==> config.mk <==
export PLATFORM = sky130hd
export DESIGN_NAME = traffic_ctrl_param
export DESIGN_NICKNAME = d
export VERILOG_FILES = /design/src/rtl/traffic_ctrl_param.sv
export SDC_FILE = /design/constraint.sdc
export NUM_CORES = 1
export LEC_CHECK = 0
export ABC_AREA = 1
export CAP_MARGIN = 20
export CORE_AREA = 2 2 46 48
export CTS_CLUSTER_SIZE = 25
export DETAILED_ROUTE_END_ITERATION = 16
export DIE_AREA = 0 0 48 50
export PLACE_DENSITY = 0.74
export SLEW_MARGIN = 20
export SYNTH_ARGS = -nofsm -noshare
export SYNTH_HDL_FRONTEND = slang
export SYNTH_SLANG_ARGS = --single-unit
==> constraint.sdc <==
create_clock -name CLK -period 1.95 [get_ports CLK]
set_input_delay 0.4875 -clock CLK [delete_from_list [all_inputs] [get_ports CLK]]
set_output_delay 0.4875 -clock CLK [all_outputs]
set_load 0.01 [all_outputs]
==> src/rtl/traffic_ctrl_param.sv <==
// traffic_ctrl_param: six-phase main/side-road intersection controller.
// It has a pedestrian request latch, all-red clearance, and a side-green
// window that can end early. All phase lengths are set by parameters.
//
// phase  | meaning
// -------+---------------------------------------------------------
// MAIN_G | main road green, side red; held until minimum met and request
// MAIN_Y | main road yellow, side red
// RED_A  | all-red clearance before side green (skipped if ALL_RED==0)
// SIDE_G | side road green, walk lamp on; may end early if no demand
// SIDE_Y | side road yellow, main red
// RED_B  | all-red clearance before main green (skipped if ALL_RED==0)
module traffic_ctrl_param #(
    parameter int TW         = 5,
    parameter int MAIN_MIN_G = 25,
    parameter int MAIN_Y     = 4,
    parameter int ALL_RED    = 2,
    parameter int SIDE_MIN_G = 5,
    parameter int SIDE_MAX_G = 16,
    parameter int SIDE_Y     = 4
) (
    input  logic          CLK,
    input  logic          RET,
    input  logic          C,
    input  logic          PED,
    output logic          MG,
    output logic          MY,
    output logic          MRR,
    output logic          CG,
    output logic          CY,
    output logic          CRR,
    output logic          WALK,
    output logic          PED_PEND,
    output logic [TW-1:0] T1,
    output logic [2:0]    PHASE
);

    typedef enum logic [2:0] {
        S_MAIN_G = 3'd0,
        S_MAIN_Y = 3'd1,
        S_RED_A  = 3'd2,
        S_SIDE_G = 3'd3,
        S_SIDE_Y = 3'd4,
        S_RED_B  = 3'd5
    } phase_t;

    // Counter load values are the duration minus one. The counter runs down to zero.
    localparam logic [TW-1:0] LD_MAIN_G = TW'(MAIN_MIN_G - 1);
    localparam logic [TW-1:0] LD_MAIN_Y = TW'(MAIN_Y - 1);
    localparam logic [TW-1:0] LD_RED    = TW'((ALL_RED > 0) ? ALL_RED - 1 : 0);
    localparam logic [TW-1:0] LD_SIDE_G = TW'(SIDE_MAX_G - 1);
    localparam logic [TW-1:0] LD_SIDE_Y = TW'(SIDE_Y - 1);
    // Side green may end early once at least SIDE_MIN_G cycles have been shown.
    localparam logic [TW-1:0] EXT_WIN   = TW'(SIDE_MAX_G - SIDE_MIN_G);

    phase_t        phase, nxt_phase;
    logic [TW-1:0] nxt_t1, t1_dec;
    logic          served, nxt_served, nxt_pend;

    assign PHASE = phase;

    // Next-phase decision, counter reload/decrement and pedestrian latch update
    always_comb begin
        t1_dec     = (T1 == '0) ? '0 : T1 - 1'b1;
        nxt_phase  = phase;
        nxt_t1     = t1_dec;
        nxt_served = served;
        nxt_pend   = PED_PEND | (PED & (phase != S_SIDE_G));
        case (phase)
            S_MAIN_G: begin
                if (T1 == '0 && (C || PED_PEND)) begin
                    nxt_phase = S_MAIN_Y;
                    nxt_t1    = LD_MAIN_Y;
                end
            end
            S_MAIN_Y: begin
                if (T1 == '0) begin
                    if (ALL_RED == 0) begin
                        nxt_phase  = S_SIDE_G;
                        nxt_t1     = LD_SIDE_G;
                        nxt_served = nxt_pend;
                        nxt_pend   = 1'b0;
                    end else begin
                        nxt_phase = S_RED_A;
                        nxt_t1    = LD_RED;
                    end
                end
            end
            S_RED_A: begin
                if (T1 == '0) begin
                    nxt_phase  = S_SIDE_G;
                    nxt_t1     = LD_SIDE_G;
                    nxt_served = nxt_pend;
                    nxt_pend   = 1'b0;
                end
            end
            S_SIDE_G: begin
                if (T1 == '0 || (!C && !served && T1 <= EXT_WIN)) begin
                    nxt_phase = S_SIDE_Y;
                    nxt_t1    = LD_SIDE_Y;
                end
            end
            S_SIDE_Y: begin
                if (T1 == '0) begin
                    if (ALL_RED == 0) begin
                        nxt_phase = S_MAIN_G;
                        nxt_t1    = LD_MAIN_G;
                    end else begin
                        nxt_phase = S_RED_B;
                        nxt_t1    = LD_RED;
                    end
                end
            end
            S_RED_B: begin
                if (T1 == '0) begin
                    nxt_phase = S_MAIN_G;
                    nxt_t1    = LD_MAIN_G;
                end
            end
            default: begin
                nxt_phase  = S_MAIN_G;
                nxt_t1     = LD_MAIN_G;
                nxt_served = 1'b0;
                nxt_pend   = 1'b0;
            end
        endcase
    end

    // Phase/counter registers. Lamps are decoded from the next phase so they stay registered.
    always_ff @(posedge CLK) begin
        if (!RET) begin
            phase    <= S_MAIN_G;
            T1       <= LD_MAIN_G;
            PED_PEND <= 1'b0;
            served   <= 1'b0;
            MG       <= 1'b1;
            MY       <= 1'b0;
            MRR      <= 1'b0;
            CG       <= 1'b0;
            CY       <= 1'b0;
            CRR      <= 1'b1;
            WALK     <= 1'b0;
        end else begin
            phase    <= nxt_phase;
            T1       <= nxt_t1;
            PED_PEND <= nxt_pend;
            served   <= nxt_served;
            MG       <= (nxt_phase == S_MAIN_G);
            MY       <= (nxt_phase == S_MAIN_Y);
            MRR      <= (nxt_phase inside {S_RED_A, S_SIDE_G, S_SIDE_Y, S_RED_B});
            CG       <= (nxt_phase == S_SIDE_G);
            CY       <= (nxt_phase == S_SIDE_Y);
            CRR      <= (nxt_phase inside {S_MAIN_G, S_MAIN_Y, S_RED_A, S_RED_B});
            WALK     <= (nxt_phase == S_SIDE_G);
        end
    end

endmodule

==> Word level (Yosys, flattened, before mapping) <==
Cells that the tools add are included.
{ "word_totals": {"reg_bits": 16, "latch_bits": 0, "mem_bits_rw": 0, "romBits": 0, "inputBits": 4, "out_inout_bits": 16, "elab_cells": 60, "n_memories": 0} }
{ "classes": {"addsub": 1, "n_mul": 0, "div": 0, "order_cmp": 1, "n_eq_ne": 12, "n_shift": 0, "muxes": 18, "bitwise_logic": 3, "reduce_logical": 15} }
{ "ops": {"columns": ["cell", "n"], "rows": [
  ["$mux W5", 6],
  ["$pmux W5 S5", 1],
  ["$mux W3", 6],
  ["$pmux W3 S6", 1],
  ["$eq A3 B2 Y1 const B", 4],
  ["$eq A3 B3 Y1 const B", 4],
  ["$reduce_bool A4 Y1", 2],
  ["$eq A3 B1 Y1 const B", 2],
  ["$logic_not A3 Y1", 2],
  ["$le A5 B4 Y1 const B", 1],
  ["$logic_not A5 Y1", 1],
  ["$reduce_or A5 Y1", 1],
  ["$sub A5 B1 Y5 const B", 1],
  ["$pmux W1 S2", 2],
  ["$logic_and A1 B1 Y1", 3],
  ["$ne A3 B2 Y1 const B", 1],
  ["$logic_not A1 Y1", 2],
  ["$logic_or A1 B1 Y1", 2],
  ["$mux W1", 2],
  ["$ne A2 B2 Y1 const B", 1],
  ["$reduce_and A2 Y1", 1],
  ["$reduce_or A2 Y1", 1],
  ["$and A1 B1 Y1", 1],
  ["$not A1 Y1", 1],
  ["$or A1 B1 Y1", 1]
]} }

==> Longest topological paths before layout <==
Gate-level depths: netlist of run 1.
{ "depth": {"depth_word": 8, "mapped_depth": 12, "ltp_nobuf": 12} }

==> Worst setup path after synthesis of run 1 <==
Ideal clock, no wire load.
{ "synth_timing": {"kind": "register -> register", "from": "register T1[0]", "to": "register MY", "setup_time_ps": 115, "arrival_time_ps": 1354, "required_time_ps": 1835, "slack_ps": 480, "path_stages_with_launch": 10, "n_path_buf": 1, "synth_period_minus_slack_ps": 1470, "cell_sequence": "dfxtp_1 -> inv_1 -> ha_1 -> nand3_2 -> buf_2 -> nand2_1 -> nand2_1 -> nand3_2 -> nand2_1 -> nor2_1"} }
{ "synth_via": {"elab_chain_len": 6, "elab_cells_between_ends": 13, "cone_classes": "1 x order compare; 1 x eq/ne; 7 x mux; 4 x reduce/logical"} }
{ "synth_lines": {"columns": ["item", "line", "text"], "rows": [
  ["from (decl)", "34", "output logic [TW-1:0] T1,"],
  ["from (signal assigned)", "145", "T1 <= nxt_t1;"],
  ["$le A5 B4 Y1", "98", "if (T1 == '0 || (!C && !served && T1 <= EXT_WIN)) begin"],
  ["$logic_and A1 B1 Y1", "98", null],
  ["$logic_or A1 B1 Y1", "98", null],
  ["$mux W3", "98", null],
  ["$pmux W3 S6 *", "69", "case (phase)"],
  ["$eq A3 B1 Y1 *", "149", "MY <= (nxt_phase == S_MAIN_Y);"],
  ["to (signal assigned)", "149", null],
  ["to (decl)", "27", "output logic MY,"]
]} }
Every way passes the cells marked *; elsewhere a longest branch is shown, timed or not.
A chain may end at the register's enable or synchronous reset.

==> Worst setup path after layout of run 1 <==
{ "layout_timing": {"from": "register phase[0] (netlist: PHASE[0])", "to": "output port PHASE[0]"} }
{ "layout_rtl": {"columns": ["item", "line", "text"], "rows": [
  ["from (decl)", "56", "phase_t phase, nxt_phase;"],
  ["from (signal assigned)", "144", "phase <= nxt_phase;"],
  ["to (decl)", "35", "output logic [2:0] PHASE"]
]} }
No word-level cell between the ends.

==> summary.md, run 1 <==
| Metric | Value |
|---|---|
| Leakage dissipation | `approximately 0.59 nW` |
| Crit path launch | `PHASE[0]` |
| 1st-iter DRT viols | `28` |
| Pwr Total | `0.856 mW` |
| HP Class | `reg -> reg` |
| Dpl ws | `0.152 ns` |
| Gpl congestion | `~0.93` |
| Crit-path max FO | `8` |
| Fmax | `~530 MHz` |
| R2r startpoint | `T1[1]` |
| Slew at the pin closest to its max-slew limit | `about 0.30 ns` |
| Die Wd | `48 µm` |
| Fill cells | `roughly 180` |
| Synth Register Bits | `16` |
| Num rows | `16` |
| Worst vdd ir | `roughly 420 µV` |
| Syn_area_per_cell | `6.57 µm²` |
| Synth area leaders | `dfxtp_1 (37%), nand2_1 (16%), inv_1 (9.5%), nor2_1 (5.6%), a21oi_1 (5.2%)` |
| Clock power frac | `0.257` |
| Ports | `20` |
| Post-CTS Setup Bufs | `0` |
| Effective utilization at floorplan | `0.456` |
| Max-slew violation count | `0` |
| Crit-path slowest cell | `clkdlybuf4s50_1` |
| Mapped cell area | `867 µm²` |
| Drt first pass iters | `4` |
| Routed WL | `about 1.9 mm` |
| Status | `completed` |
| Syn_nets | `138` |
| Unique cell type count in the Yosys netlist | `21` |
| Internal Power | `0.596 mW` |
| Die height | `approximately 50 µm` |
| Post-DR vias/cell | `about 4.8` |
| Setup TNS | `0 ns` |
| Diodes inserted | `0` |
| Detail Placement HPWL | `~1.5 mm` |
| Unrepaired setup endpoints after global routing | `no` |
| Setup Viol. Count Final | `0` |
| Psw | `approximately 0.26 mW` |
| Buffer and inverter count on the worst path | `1` |
| Most common cell in the synthesized netlist | `nand2_1` |
| Grt total ovfl | `0` |
| CTS tree | `yes` |
| Routed Antenna Nets | `0` |
| Pwr Density | `around 760 nW/µm²` |
| # DRC | `0` |
| Average wire per standard cell | `between 10 and 15 µm` |
| Crit path max-delay family | `buffers and inverters` |
| Register share of total power | `0.451` |
| Total track usage | `0.187` |
| IO Port Bufs | `19` |
| Worst Skew | `0.00608 ns` |
| CTS buffer count | `3` |
| CTS Root Cell | `clkbuf_4` |
| Total number of vias | `870` |
| CP arrival | `around 1.4 ns` |
| CP Capture Type | `output port` |
| H-tree lvl count | `1` |
| Synth Flop Type | `dfxtp_1` |
| Die area | `2400 µm²` |
| Layout cells sized above 1 | `0.104` |
| Tmin final | `around 1.9 ns` |
| Cells after Synth | `roughly 130` |
| Post-DP Area | `roughly 1100 µm²` |
| Relative slew slack | `0.802` |
| CP Cell Sequence | `clkdlybuf4s50_1` |
| Commonest cells in the netlist | `nand2_1 (37), inv_1 (22), dfxtp_1 (16)` |
| Number of flops mapped to enable cells by yosys | `0` |
| Core footprint | `about 1900 µm²` |
| Worst EP required | `1.46 ns` |
| Clock Latency Late Sink | `about 0.29 ns` |
| Switching share of power | `0.305` |
| HP Start | `served` |
| Top cell type's share of synthesized area | `0.369` |
| Final Core Density | `0.590` |
| CTS max path bufs | `2` |
| Fin crit share | `0.966` |
| Net count reported at finish | `between 150 and 200` |
| Final Hold Viols | `0` |
| Seq/Total Area, Yosys | `0.369` |
| CTS Hold Buffers Added | `0` |
| Post-route setup slack | `~0.067 ns` |
| Clk sink count | `16` |
| Asr flop ratio synth | `0` |
| Max-Cap Viols | `0` |
| Pin count of the biggest net entering global routing | `14` |
| Startpoint types | `register` |
| CTS resizes | `0` |
| Initial antenna violation count | `0` |
| YS warnings | `0` |
| First-pass GRT wire length | `3.21 mm` |
| Crit-path max cell delay | `~0.6 ns` |
| Post-route cell area | `1120 µm²` |
| Vias in the first global route | `between 700 and 800` |
| WS Path Type | `reg -> out` |
| Cell taking the most area after synthesis | `dfxtp_1` |
| Synth-to-layout area growth | `29.4%` |
| Logic pwr share | `0.292` |
| CTS clk-pin slew, worst paths | `about 0.09 ns` |
## cells in the final DEF, fill, tap and decap left out
master and count:
nand3_1 7, nand2_1 37, o21ai_1 1, ha_1 2
a21oi_1 9, nand3_2 4, nand2_2 2, dfxtp_1 16
clkbuf_4 3, inv_1 22, nor3_2 1, nor2_1 13
inv_2 2, nor3_1 3, clkbuf_8 1, o22ai_1 3
or2_2 1, clkinv_1 1, clkdlybuf4s50_1 19, xnor2_1 1
nor2_4 1, buf_4 1, o21ai_0 4
## kinds of logic (layout without fill, tap and decap cells)
logic type / after synthesis / count (layout) / share of synthesized area
simple gates: 69 / 69 / 0.367
buf+inv: 27 / 49 / 0.123
compound gates: 17 / 17 / 0.102
flops: 16 / 16 / 0.369
fa+ha+maj: 2 / 2 / 0.0289
xor+xnor: 1 / 1 / 0.0101
## power groups by stage
| stage | clock network (mW) | registers (mW) | logic, mW |
|---|---|---|---|
| finish | 0.220 | 0.386 | 0.250 |
| global route | 0.240 | 0.392 | 0.283 |
| CTS | 0.223 | 0.387 | 0.253 |
| detailed placement | 0 | 0.395 | 0.251 |
| global placement | 0 | 0.394 | 0.250 |
| floorplan | 0 | 0.407 | 0.140 |
## metal layers
metal	share of wire	vias to the layer above	GRT usage
li1	-	449	-
met1	0.45	380	0.245
met2	0.48	37	0.282
met3	0.048	4	0.0220
met4	0.022	0	0.108
met5	0	-	0
## per-stage QoR
step                std cells  hold WS [ns]
floorplan                 132         0.497
global placement          177         0.524
detailed placement        177         0.534
CTS                       181         0.549
global route              181         0.572
finish                    181         0.546
## sequential cells by signal, indices dropped and copies added, names as in the netlist
register / flops
PHASE: 3
served: 1
MY: 1
WALK: 1
MG: 1
MRR: 1
PED_PEND: 1
CRR: 1
T1: 5
CY: 1
## final timing paths
check,to,cells past startpoint,slack (ns)
setup reg to reg,CRR,9,0.30
hold / removal,served,4,0.55
hold reg to reg,served,4,0.55
setup / recovery,PHASE[0],1,0.07
## layout make-up
class                      count  area [µm²]  area share
clock buffer                   4        36.3      0.0323
inverter                      25        93.8      0.0836
multi-input combinational     89         440       0.392
sequential                    16         320       0.285
tap                           27        33.8      0.0301
timing repair buffer          20         198       0.176
Note: power is estimated with default switching activity, not from simulation.
==> inputs of run 2 (changes only) <==
--- a/config.mk
+++ b/config.mk
@@ -12,6 +12,7 @@
 export DETAILED_ROUTE_END_ITERATION = 16
 export DIE_AREA = 0 0 48 50
 export PLACE_DENSITY = 0.74
+export SKIP_CTS_REPAIR_TIMING = 1
 export SLEW_MARGIN = 20
 export SYNTH_ARGS = -nofsm -noshare
 export SYNTH_HDL_FRONTEND = slang
==> results of run 2 <==
The final DEF is identical to that of run 1; final timing and power are the same.
==> RTL edit: new RTL, config.mk and constraints of run 2 <==
Change the parameter `TW` from 5 to 6.
--- a/src/rtl/traffic_ctrl_param.sv
+++ b/src/rtl/traffic_ctrl_param.sv
@@ -12,5 +12,5 @@
 // RED_B  | all-red clearance before main green (skipped if ALL_RED==0)
 module traffic_ctrl_param #(
-    parameter int TW         = 5,
+    parameter int TW         = 6,
     parameter int MAIN_MIN_G = 25,
     parameter int MAIN_Y     = 4,
Interface: changed (resized T1); port bits go from 20 to 21. The function was not compared with the original's and may differ.
==> RTL edit against run 2 <==
Routed wire length up 0.68%. Area after synthesis rose by 6.9%. Sequential power up 4%. Total power down 5.8%. Worst setup slack better by 22 ps. Sequential share of layout area is 0.40 points higher. Design area rose by 4.8%. Sequential cell count up 1. Worst hold slack worse by 15 ps.
==> RTL edit: results (changes against run 2) <==
metric	value	unit	change
place_congestion	0.842		-9.0%
largest_register_ff_count	6		+1
synth_commonest_cells	sky130_fd_sc_hd__nand2_1, sky130_fd_sc_hd__inv_1, sky130_fd_sc_hd__dfxtp_1		
max-vdd-ir-drop	470	µV	+11%
seq_area	340	µm²	+6.2%
worst_pin_slew	313	ps	+17.2 ps
globalRouteTotalUtil	0.188		+0.000920
multiInputGateArea	474	µm²	+7.7%
worst_clock_skew	5.94	ps	-0.146 ps
p_leak	0.000601	µW	+1.2%
layout.comb_gates.multi_input	95		+6.7%
rr_startpoint	T1[0]$_SDFF_PN0_		
placedInstanceArea	1150	µm²	+5.9%
grt_max_degree	13		-1
dp_worst_setup_slack	202	ps	+49.4 ps
num-nonclk-buffers	22		+10%
critPathLaunch	PHASE[1]$_SDFF_PN0_		
drt_iter0_drc	23		-18%
place_hpwl	1530	µm	+1.2%
dp_cells	184		+4.0%
route.vias.total	879		+1.0%
worstRegToRegCells	8		-1
final_period_minus_worst_setup_slack	1860	ps	-22.2 ps
layout-drive-gt1-share	0.0994		-0.00452
crit_path_end	PHASE[1]		
finalHoldWorstSlack	532	ps	-14.9 ps
status	completed		
number_of_instances_in_the_synthesized_netlist	138		+4.5%
grt_pass1_vias	822		+5.4%
grt_first_pass_wirelength	3320	µm	+3.4%
fillers	187		+4.5%
non_clock_buffer_area_fraction	0.183		+0.00684
worst-endpoint-arrival	1370	ps	-30 ps
## RTL edit: worst register-to-register path, stage by stage (launching register included)
cell and delay [ps]:
sky130_fd_sc_hd__dfxtp_1 400, sky130_fd_sc_hd__inv_1 100, sky130_fd_sc_hd__ha_1 230, sky130_fd_sc_hd__nand3_2 230
sky130_fd_sc_hd__nand3_2 170, sky130_fd_sc_hd__nand3_1 180, sky130_fd_sc_hd__inv_2 60, sky130_fd_sc_hd__nand2_1 70
sky130_fd_sc_hd__nand2_1 60
## RTL edit: power breakdown
group | total [µW] | internal (µW) | switching, µW
combinational | 224 | 112 | 112
sequential | 400 | 374 | 25.8
clock | 183 | 79.5 | 103
total | 807 | 565 | 241
## RTL edit: per-layer routing
metal	track usage	vias up	wire length (µm)
li1	-	475	-
met1	0.242	383	905
met2	0.316	19	944
met3	0.0220	2	58
met4	0.0541	0	19
met5	0	-	0
